File: config.mk
export PLATFORM = sky130hd
export DESIGN_NAME = instr_encoder_flat
export DESIGN_NICKNAME = d
export VERILOG_FILES = /design/src/rtl/instr_encoder_if.sv /design/src/rtl/instr_encoder.sv /design/src/flat_wrapper.sv
export SDC_FILE = /design/constraint.sdc
export NUM_CORES = 1
export LEC_CHECK = 0
export ABC_AREA = 1
export BUFFER_PORTS_ARGS = -buffer_cell sky130_fd_sc_hd__buf_2
export CORE_MARGIN = 10
export CORE_UTILIZATION = 30
export CTS_BUF_LIST = sky130_fd_sc_hd__clkbuf_4 sky130_fd_sc_hd__clkbuf_8 sky130_fd_sc_hd__clkbuf_16
export DETAILED_ROUTE_END_ITERATION = 6
export GPL_TIMING_DRIVEN = 1
export PLACE_DENSITY = 0.48
export SLEW_MARGIN = 0
export SYNTH_ARGS = -nofsm -noshare
export SYNTH_HDL_FRONTEND = slang
export SYNTH_SLANG_ARGS = --single-unit
File: constraint.sdc
create_clock -name clock -period 5.2 [get_ports clock]
set_clock_uncertainty 0.15 [all_clocks]
set_input_delay 0.52 -clock clock [delete_from_list [all_inputs] [get_ports clock]]
set_output_delay 0.52 -clock clock [all_outputs]
set_load 0.01 [all_outputs]
File: src/rtl/instr_encoder_if.sv
// Request and instruction-memory write bus for the instruction encoder.
// The loader (master) drives decoded operations and clear; the encoder (slave)
// answers with the handshake, the memory write strobe and status.
interface instr_encoder_if #(
  parameter int unsigned ADDR_W = 32
);
  logic              in_valid;
  logic              in_ready;
  logic [3:0]        op;
  logic [4:0]        rd;
  logic [4:0]        rs1;
  logic [4:0]        rs2;
  logic [31:0]       imm;
  logic              clear;
  logic              mem_we;
  logic [ADDR_W-1:0] mem_addr;
  logic [31:0]       mem_wdata;
  logic              err;
  logic [15:0]       count;

  modport master (
    output in_valid, op, rd, rs1, rs2, imm, clear,
    input  in_ready, mem_we, mem_addr, mem_wdata, err, count
  );

  modport slave (
    input  in_valid, op, rd, rs1, rs2, imm, clear,
    output in_ready, mem_we, mem_addr, mem_wdata, err, count
  );
endinterface

File: src/rtl/instr_encoder.sv
// Sequential RV32I instruction encoder. Accepts one decoded operation per
// handshake, range-checks its immediate against the 32-bit signed value,
// packs the machine word and writes it to instruction memory at an
// auto-incrementing address. Illegal requests produce a one-cycle err pulse.
module instr_encoder #(
  parameter int unsigned       ADDR_W    = 32,
  parameter logic [ADDR_W-1:0] BASE_ADDR = '0
) (
  input logic            clock,
  input logic            reset,
  instr_encoder_if.slave bus
);

  typedef enum logic [1:0] {IDLE, ENCODE, WRITE} state_t;

  localparam logic [3:0] OP_ADD = 4'd0;
  localparam logic [3:0] OP_SUB = 4'd1;
  localparam logic [3:0] OP_AND = 4'd2;
  localparam logic [3:0] OP_OR  = 4'd3;
  localparam logic [3:0] OP_SLL = 4'd4;
  localparam logic [3:0] OP_LB  = 4'd5;
  localparam logic [3:0] OP_SB  = 4'd6;
  localparam logic [3:0] OP_BNE = 4'd7;
  localparam logic [3:0] OP_ORI = 4'd8;

  localparam logic [6:0] OPC_REG   = 7'b0110011;
  localparam logic [6:0] OPC_LOAD  = 7'b0000011;
  localparam logic [6:0] OPC_IMM   = 7'b0010011;
  localparam logic [6:0] OPC_STORE = 7'b0100011;
  localparam logic [6:0] OPC_BR    = 7'b1100011;

  state_t            r_state;
  state_t            w_nextState;
  logic [3:0]        r_op;
  logic [4:0]        r_rd;
  logic [4:0]        r_rs1;
  logic [4:0]        r_rs2;
  logic [31:0]       r_imm;
  logic [31:0]       r_wdata;
  logic [ADDR_W-1:0] r_addr;
  logic [15:0]       r_count;

  logic signed [31:0] w_immSigned;
  logic               w_immFitsI;
  logic               w_immFitsB;
  logic [31:0]        w_word;
  logic               w_legal;
  logic               w_inReady;
  logic               w_memWe;
  logic               w_err;
  logic               w_accept;

  // The immediate checks look at the whole 32-bit value so that an out-of-range
  // offset can never be quietly truncated into a legal-looking field.
  assign w_immSigned = r_imm;
  assign w_immFitsI  = (w_immSigned >= -32'sd2048) && (w_immSigned <= 32'sd2047);
  assign w_immFitsB  = (w_immSigned >= -32'sd4096) && (w_immSigned <= 32'sd4094) &&
                       (r_imm[0] == 1'b0);

  // Pack the captured fields into a machine word and decide whether it is legal.
  always_comb begin
    w_word  = '0;
    w_legal = 1'b0;
    case (r_op)
      OP_ADD: begin
        w_word  = {7'b0000000, r_rs2, r_rs1, 3'b000, r_rd, OPC_REG};
        w_legal = 1'b1;
      end
      OP_SUB: begin
        w_word  = {7'b0100000, r_rs2, r_rs1, 3'b000, r_rd, OPC_REG};
        w_legal = 1'b1;
      end
      OP_AND: begin
        w_word  = {7'b0000000, r_rs2, r_rs1, 3'b111, r_rd, OPC_REG};
        w_legal = 1'b1;
      end
      OP_OR: begin
        w_word  = {7'b0000000, r_rs2, r_rs1, 3'b110, r_rd, OPC_REG};
        w_legal = 1'b1;
      end
      OP_SLL: begin
        w_word  = {7'b0000000, r_rs2, r_rs1, 3'b001, r_rd, OPC_REG};
        w_legal = 1'b1;
      end
      OP_LB: begin
        w_word  = {r_imm[11:0], r_rs1, 3'b000, r_rd, OPC_LOAD};
        w_legal = w_immFitsI;
      end
      OP_ORI: begin
        w_word  = {r_imm[11:0], r_rs1, 3'b110, r_rd, OPC_IMM};
        w_legal = w_immFitsI;
      end
      OP_SB: begin
        w_word  = {r_imm[11:5], r_rs2, r_rs1, 3'b000, r_imm[4:0], OPC_STORE};
        w_legal = w_immFitsI;
      end
      OP_BNE: begin
        w_word  = {r_imm[12], r_imm[10:5], r_rs2, r_rs1, 3'b001,
                   r_imm[4:1], r_imm[11], OPC_BR};
        w_legal = w_immFitsB;
      end
      default: begin
        w_word  = '0;
        w_legal = 1'b0;
      end
    endcase
  end

  // Next-state selection and the handshake/strobe outputs decoded from state.
  always_comb begin
    w_nextState = r_state;
    w_inReady   = 1'b0;
    w_memWe     = 1'b0;
    w_err       = 1'b0;
    case (r_state)
      IDLE: begin
        w_inReady = 1'b1;
        if (bus.in_valid) begin
          w_nextState = ENCODE;
        end
      end
      ENCODE: begin
        if (w_legal) begin
          w_nextState = WRITE;
        end else begin
          w_err       = 1'b1;
          w_nextState = IDLE;
        end
      end
      WRITE: begin
        w_memWe     = 1'b1;
        w_nextState = IDLE;
      end
      default: begin
        w_nextState = IDLE;
      end
    endcase
  end

  assign w_accept = w_inReady & bus.in_valid;

  // State register; reset aborts whatever operation is in flight.
  always_ff @(posedge clock or posedge reset) begin
    if (reset) begin
      r_state <= IDLE;
    end else begin
      r_state <= w_nextState;
    end
  end

  // Capture the request fields only on an accepted handshake.
  always_ff @(posedge clock or posedge reset) begin
    if (reset) begin
      r_op  <= '0;
      r_rd  <= '0;
      r_rs1 <= '0;
      r_rs2 <= '0;
      r_imm <= '0;
    end else if (w_accept) begin
      r_op  <= bus.op;
      r_rd  <= bus.rd;
      r_rs1 <= bus.rs1;
      r_rs2 <= bus.rs2;
      r_imm <= bus.imm;
    end
  end

  // Hold the last legal word so write data stays stable through WRITE and after.
  always_ff @(posedge clock or posedge reset) begin
    if (reset) begin
      r_wdata <= '0;
    end else if ((r_state == ENCODE) && w_legal) begin
      r_wdata <= w_word;
    end
  end

  // Write pointer and word count; clear wins over the post-write increment.
  always_ff @(posedge clock or posedge reset) begin
    if (reset) begin
      r_addr  <= BASE_ADDR;
      r_count <= '0;
    end else if (bus.clear) begin
      r_addr  <= BASE_ADDR;
      r_count <= '0;
    end else if (r_state == WRITE) begin
      r_addr  <= r_addr + ADDR_W'(4);
      r_count <= r_count + 16'd1;
    end
  end

  assign bus.in_ready  = w_inReady;
  assign bus.mem_we    = w_memWe;
  assign bus.err       = w_err;
  assign bus.mem_addr  = r_addr;
  assign bus.mem_wdata = r_wdata;
  assign bus.count     = r_count;

endmodule

File: src/flat_wrapper.sv
// flat-port wrapper written by rule: the top's interface ports become plain ports
module instr_encoder_flat 
#(
  parameter int unsigned       ADDR_W    = 32,
  parameter logic [ADDR_W-1:0] BASE_ADDR = '0
)
  (clock, reset, bus_in_valid, bus_op, bus_rd, bus_rs1, bus_rs2, bus_imm, bus_clear, bus_in_ready, bus_mem_we, bus_mem_addr, bus_mem_wdata, bus_err, bus_count);
  instr_encoder_if #(.ADDR_W(ADDR_W)) bus_i ();
  input logic clock;
  input logic reset;
  input wire logic [$bits(bus_i.in_valid)-1:0] bus_in_valid;
  input wire logic [$bits(bus_i.op)-1:0] bus_op;
  input wire logic [$bits(bus_i.rd)-1:0] bus_rd;
  input wire logic [$bits(bus_i.rs1)-1:0] bus_rs1;
  input wire logic [$bits(bus_i.rs2)-1:0] bus_rs2;
  input wire logic [$bits(bus_i.imm)-1:0] bus_imm;
  input wire logic [$bits(bus_i.clear)-1:0] bus_clear;
  output wire logic [$bits(bus_i.in_ready)-1:0] bus_in_ready;
  output wire logic [$bits(bus_i.mem_we)-1:0] bus_mem_we;
  output wire logic [$bits(bus_i.mem_addr)-1:0] bus_mem_addr;
  output wire logic [$bits(bus_i.mem_wdata)-1:0] bus_mem_wdata;
  output wire logic [$bits(bus_i.err)-1:0] bus_err;
  output wire logic [$bits(bus_i.count)-1:0] bus_count;
  assign bus_i.in_valid = bus_in_valid;
  assign bus_i.op = bus_op;
  assign bus_i.rd = bus_rd;
  assign bus_i.rs1 = bus_rs1;
  assign bus_i.rs2 = bus_rs2;
  assign bus_i.imm = bus_imm;
  assign bus_i.clear = bus_clear;
  assign bus_in_ready = bus_i.in_ready;
  assign bus_mem_we = bus_i.mem_we;
  assign bus_mem_addr = bus_i.mem_addr;
  assign bus_mem_wdata = bus_i.mem_wdata;
  assign bus_err = bus_i.err;
  assign bus_count = bus_i.count;
  instr_encoder #(.ADDR_W(ADDR_W), .BASE_ADDR(BASE_ADDR)) u_core (.clock(clock), .reset(reset), .bus(bus_i));
endmodule
==> results of run 1 <==
==> flip-flops by register name (all words and copies together), names as in the netlist <==
register and count:
u_core.r_imm 32, u_core.bus.mem_addr 30, u_core.bus.mem_wdata 28, u_core.bus.count 16, u_core.r_rd 5, u_core.r_rs1 5
u_core.r_rs2 5, u_core.r_op 4, u_core.r_state 2
==> final cells by class <==
type,instances,area (um^2)
inverters,80,303
repair buffers,137,696
fillers,2250,13200
clock buffers,18,439
flip-flops and latches,127,3180
multi-input cells,617,2730
well taps,275,344
clock inverters,14,174
==> where the power goes <==
group          switching, mW  internal, mW  total, mW
Sequential             0.205          1.26       1.46
Combinational          0.651         0.318      0.969
Clock                  0.502         0.739       1.24
Total                   1.36          2.31       3.67
==> cells in the final DEF, fill, tap and decap left out, types with 4 or more instances in the layout <==
cell	count
o21ai_0	53
xor2_1	4
conb_1	4
nor3_1	15
inv_8	4
inv_1	74
inv_2	5
nand3_1	53
clkinv_4	4
nor2_2	4
clkbuf_16	17
buf_2	133
nand2_1	313
nor2_1	87
nand2_2	13
nor4_1	4
a21oi_1	23
nand4_1	20
dfrtp_1	127
buf_4	4
==> per-layer routing <==
| metal | vias up | track usage | routed length [um] |
|---|---|---|---|
| li1 | 2981 | - | - |
| met1 | 2649 | 0.188 | 9480 |
| met2 | 150 | 0.212 | 8430 |
| met3 | 22 | 0.0395 | 971 |
| met4 | 0 | 0.0431 | 255 |
| met5 | - | 0 | 0 |
==> kinds of logic after synthesis <==
logic type	after synthesis
buffers and inverters	113
DFF	127
adders and majority gates	2
AOI/OAI and AO/OA	88
xor gates and xnor gates	4
and+or+nand+nor	519
other	1
==> how the worst max path moves through the flow <==
| stage | end | slack [ns] |
|---|---|---|
| finish | u_core.bus.mem_addr[21] | 2.17 |
| global route | bus_err | 1.94 |
| CTS | u_core.bus.mem_addr[21] | 2.16 |
| detailed placement | u_core.bus.mem_addr[21] | 1.72 |
| global placement | u_core.bus.mem_addr[21] | 1.72 |
| floorplan | u_core.bus.count[0] | 1.15 |
==> per-stage QoR <==
stage	hold WS, ns	setup WS, ns
after detailed placement	0.308	1.72
after global placement	0.301	1.72
after global routing	0.125	1.94
after CTS	0.0918	2.16
after floorplan	0.293	1.15
final	0.0593	2.17
==> worst max-delay path, stage by stage <==
cell     delay, ns
buf_2         0.34
inv_1         0.57
nand2_2       0.57
inv_2         0.26
nor2_2        0.20
nand4_1       0.10
nor2_1        0.21
nand2_1       0.14
nor2_1        0.11
nand2_1       0.05
nand2_1       0.05
nor2_1        0.05
==> reports/qor.csv, run 1 <==
stage,metric,value,unit
place,place_area,7250,um^2
synth,synth_warnings,0,
synth,synth.area.top_cells,"dfrtp_1, nand2_1, nor2_1",
layout,layout-drive-gt1-share,0.199,
synth,ys_top_cells_by_count,"nand2_1, dfrtp_1, nor2_1",
cts,cts_resized,0,
cts,postCtsSetupRepairBufs,0,
cts,clk_pin_slew,0.07,ns
place,placedCellCount,1236,
sta,min_period,3.03,ns
synth,synth-edff-count,0,
sta,max_freq,0.330,GHz
detailed_routing,drt_wl_total,19100,um
global_route,grt_max_degree,66,
global_route,groute.usage.overall,0.140,
synth,synth-main-ff-cell,dfrtp_1,
cts,htree_levels,4,
detailed_routing,vias_per_cell,4.58,
power_and_ir_drop,powerDensity,467,nW/um^2
cts,cts_buffers,17,
detailed_routing,drc,0,
setup_path,r2r-start,u_core.r_op[1],
run,max_cap_viol_count,0,
synth,synthCells,854,
layout,antenna_cells,0,
detailed_routing,ant_nets,0,
synth,post-synth-top-count-cell,nand2_1,
sta,min_period_over_period,0.583,
synth,ys_types,41,
layout,fin_util,0.374,
detailed_routing,vias,5802,
sta,drv_slew,0,
global_route,grt_pass1_wl,31800,um
floorplan,start_util,0.304,
setup_path,crit_type,in2reg,
setup_path,reg2reg_to,u_core.bus.mem_wdata[21],
layout,design_area,7870,um^2
synth,synth.avg_cell_area,7.49,um^2
synth,synth_top_area_share,0.497,
power_and_ir_drop,p_leak,4.12,nW
sta,setup_viol_count_final,0,
setup_path,crit_path_start_kind,input port,
synth,synth_top_family_by_area,simple AND/OR/NAND/NOR gates,
place,place_congestion,0.833,
sta,hold_violations,0,
synth,yosysTopAreaCell,dfrtp_1,
layout,layout.nets,1037,
floorplan,die_width,166,um
synth,ys_seq_elements,127,
global_route,antenna_found_initial,0,
setup_path,cp-startpoint,bus_clear,
synth,synth_simple_gate_area_frac,0.342,
sta,tightestPinTransition,1.05,ns
cts,clk_latency,0.42,ns
synth,synth.area.mux_share,0,
synth,seq_area_frac_synth,0.497,
setup_path,cp-end-kind,flop,
synth,syn_area,6400,um^2
synth,synth-compound-area-share,0.0735,
setup_path,worst-r2r-setup-slack,2.42,ns
detailed_routing,post_drt_wl_per_cell,15.1,um
setup_path,reg2reg_depth,10,
place,hpwl,13900,um
cts,clockBufferDepth,2,
setup_path,cp_max_fo,32,
synth,synth_xor_area_frac,0.00548,
layout,stdcell_count,1268,
global_route,globalRoute.totalOverflow,0,
floorplan,die_y,166,um
synth,synthArstFlopShare,1.00,
cts,cts_root_buf,clkbuf_16,
layout,syn2layout_area_growth,23.0,%
floorplan,pin_count,138,
cts,cts.sinks,127,
sta,timing.slew.headroom,0.297,
detailed_routing,drt-pass1-iter-count,4,
detailed_routing,drtIter0Drc,331,
cts,ctsHoldBuffers,0,
synth,synth_adder_area_share,0.00391,
cts,cts_tree,yes,
setup_path,required,5.36,ns
power_and_ir_drop,vdd_drop_max,0.000222,V
global_route,first_global_vias,6053,
floorplan,dieArea,27600,um^2
run_status,status,"complete, no violations",
power_and_ir_drop,totalPowerFinal,3.67,mW
floorplan,std_cell_rows,53,
sta,grt_setup_unrepaired,no,
worst_hold_path,min_path_type,in2async,
sta,setup_tns,0,ns
place,port_buffers,133,
floorplan,coreArea,21000,um^2
setup_path,cp.arrival,3.19,ns
Note: power is estimated with default switching activity, not from simulation.
==> run 2, diff against run 1 <==
- ABC_AREA: 1 -> 0
- PLACE_DENSITY: 0.48 -> 0.51
- clock period: 5.2 -> 2.55 ns (I/O delays scaled with it)
==> run 2 against run 1 <==
Against the previous run: the run now ends with setup timing left; worst setup slack worse by 2.2 ns; area after synthesis is 11% lower; power is 94% higher; global-route usage is 1.5 points lower; cell count is 26% lower; via count is 23% lower; clock-buffer cell count is 1 higher; synthesized cell count is 43% lower; sequential share of layout area is 0.95 points lower; routed wire length is 19% lower; first-iteration DRC count is 47% lower; critical path type is now reg2out; largest cell class unchanged.
==> reports/qor.csv, run 2 <==
stage,metric,value,unit,change
layout,syn2layout_area_growth,41.0,%,
worst_hold_path,hold_start,bus_clear,,
synth,ys_seq_elements,127,,unchanged
synth,synthArstFlopShare,1.00,,unchanged
floorplan,std_cell_rows,50,,-5.7%
floorplan,dieArea,25000,um^2,-9.4%
sta,timing.slew.headroom,0.434,,+0.137
cts,htree_levels,4,,unchanged
synth,synth_top_area_share,0.556,,+0.0591
layout,layout_common_cells,"buf_2, dfrtp_1, mux2_2, dlygate4sd3_1, nor2_1",,
detailed_routing,drt_wl_total,15400,um,-19%
layout,layout_commonest_cell,buf_2,,
floorplan,pin_count,138,,unchanged
sta,max_freq,0.383,GHz,
global_route,groute.usage.overall,0.125,,-0.0151
synth,synthCells,485,,-43%
setup_path,reg2reg_to,u_core.bus.mem_wdata[31],,
floorplan,coreArea,18700,um^2,-11%
global_route,globalRoute.totalOverflow,0,,unchanged
detailed_routing,vias,4476,,-23%
global_route,grt_pass1_wl,24900,um,-22%
sta,drv_slew,0,,unchanged
layout,largest_register_ffs,32,,unchanged
layout,top_register,u_core.r_imm,,
setup_path,crit_type,reg2out,,
cts,cts_root_buf,clkbuf_16,,
worst_hold_path,holdPathStages,2,,
sta,timing.hold.ws,0.0392,ns,-0.0200 ns
cts,clockBufferDepth,2,,unchanged
cts,cts_buffers,17,,unchanged
synth,synth.avg_cell_area,11.8,um^2,+57%
layout,layout.nets,752,,-27%
sta,min_period_over_period,1.02,,
setup_path,worst-r2r-setup-slack,0.14,ns,-2.28 ns
run_status,status,"finished, violations left",,
setup_path,crit_path_start_kind,flop,,
cts,clk_pin_slew,0.06,ns,about the same
floorplan,die_width,158,um,-4.8%
power_and_ir_drop,p_leak,3.79,nW,-8.2%
place,place_congestion,0.786,,-5.7%
synth,yosysTopAreaCell,dfrtp_1,,
sta,setup_viol_count_final,1,,+1
sta,tightestPinTransition,0.847,ns,-0.207 ns
global_route,grt_max_degree,55,,-17%
layout,antenna_cells,0,,unchanged
layout,fin_util,0.431,,+0.0566
sta,fin_ws,-0.0603,ns,-2.23 ns
worst_hold_path,whs_endpoint,u_core.bus.mem_addr[3],,
detailed_routing,post_drt_wl_per_cell,16.4,um,+8.7%
detailed_routing,vias_per_cell,4.76,,+4.0%
global_route,first_global_vias,4894,,-19%
place,place_area,6730,um^2,-7.3%
layout,layout-drive-gt1-share,0.402,,+0.202
cts,clk_latency,0.41,ns,about the same
setup_path,required,2.14,ns,-3.22 ns
floorplan,start_util,0.306,,+0.00130
synth,ys_types,43,,+4.9%
detailed_routing,drc,0,,unchanged
cts,cts.sinks,127,,unchanged
detailed_routing,drt-pass1-iter-count,5,,+1
worst_hold_path,min_path_type,in2reg,,
detailed_routing,ant_nets,0,,unchanged
run_status,violations,setup timing,,
sta,hold_violations,0,,unchanged
global_route,antenna_found_initial,0,,unchanged
setup_path,reg2reg_depth,7,,-3
synth,synth-edff-count,0,,unchanged
synth,post-synth-top-count-cell,dfrtp_1,,
synth,synth_warnings,0,,unchanged
cts,cts_tree,yes,,
setup_path,cp_max_fo,9,,-72%
power_and_ir_drop,totalPowerFinal,7.13,mW,+94%
power_and_ir_drop,powerDensity,884,nW/um^2,+89%
sta,grt_setup_unrepaired,yes,,
floorplan,die_y,158,um,-4.8%
synth,synth-main-ff-cell,dfrtp_1,,
run,max_cap_viol_count,0,,unchanged
sta,min_period,2.61,ns,
setup_path,cp-end-kind,primary output,,
synth,syn_area,5720,um^2,-11%
power_and_ir_drop,vdd_drop_max,0.000460,V,+110%
setup_path,cp.arrival,2.21,ns,-0.98 ns
synth,ys_top_cells_by_count,"dfrtp_1, mux2_2, nor2_1",,
detailed_routing,drtIter0Drc,175,,-47%
place,port_buffers,133,,unchanged
place,hpwl,10800,um,-22%
setup_path,r2r-start,u_core.r_op[2],,
layout,design_area,8060,um^2,+2.4%
synth,synth.area.top_cells,"dfrtp_1, mux2_2, xor2_1",,
synth,seq_area_frac_synth,0.556,,+0.0591
## run 2: cells by family (layout without fill, tap and decap cells)
kind of cell	after synthesis	in the layout	synth area share
flip-flops	127	127	0.556
XOR/XNOR	37	37	0.0567
buffers and inverters	39	257	0.0346
AO/OA/AOI/OAI	50	51	0.0591
other	1	4	0.000656
AND/OR/NAND/NOR	149	149	0.132
multiplexers	80	80	0.157
adder cells (fa/ha/maj)	2	2	0.00438
## run 2: worst max path at each step
| stage | start | to | slack, ns | depth (start not counted) |
|---|---|---|---|---|
| floorplan | u_core.r_op[1] | u_core.bus.mem_wdata[31] | 0.29 | 9 |
| global placement | u_core.r_op[1] | u_core.bus.mem_wdata[11] | -0.16 | 6 |
| detailed placement | u_core.r_op[1] | u_core.bus.mem_wdata[8] | -0.24 | 6 |
| CTS | u_core.r_op[1] | u_core.bus.mem_wdata[7] | -0.18 | 6 |
| global route | u_core.r_op[2] | bus_err | -0.14 | 7 |
| finish | u_core.r_op[0] | bus_err | -0.06 | 7 |
## run 2: report_power, final
group / leakage, nW / total [mW] / switching [mW] / internal [mW]
logic: 1.87 / 1.81 / 0.828 / 0.982
clock network: 0.296 / 2.52 / 0.928 / 1.59
registers: 1.62 / 2.80 / 0.318 / 2.48
total: 3.79 / 7.13 / 2.07 / 5.05
## run 2: layout make-up
type,count,area [um^2]
Clock buffer,19,453
Sequential cell,127,3180
Tap cell,234,293
Timing Repair Buffer,214,1480
Clock inverter,12,159
Multi-Input combinational cell,323,2450
Inverter,12,48.8
Fill cell,1759,10600
## run 2: what timing repair did
item                                    CTS  global route
endpoints found under the hold margin    84             0
pin swaps                                 1             3
endpoints found under the setup margin   28            30
gates resized for setup                   1            15
setup buffers                             1            10
gates cloned                              0             1
hold buffers                             52             0
## run 2: routing by layer
layer	global-route usage	vias up	part of all wire
met5	0	-	0
met4	0.0278	0	0.0052
met3	0.0434	9	0.064
met2	0.217	113	0.49
met1	0.144	2221	0.44
li1	-	2133	-
## run 2: critical path, stage by stage, from the launching register on
cell and delay [ns]:
dfrtp_1 0.44, buf_6 0.16, inv_2 0.05, or4_4 0.53, o22ai_4 0.21, nand2_1 0.09
and3_4 0.20, buf_6 0.12
## run 2: per-stage QoR
stage,setup TNS [ns],worst slack (ns),std cells
global route,-0.143,-0.143,941
detailed placement,-4.94,-0.240,846
CTS,-3.67,-0.180,930
finish,-0.0603,-0.0603,941
global placement,-3.28,-0.165,846
floorplan,0,0.294,488
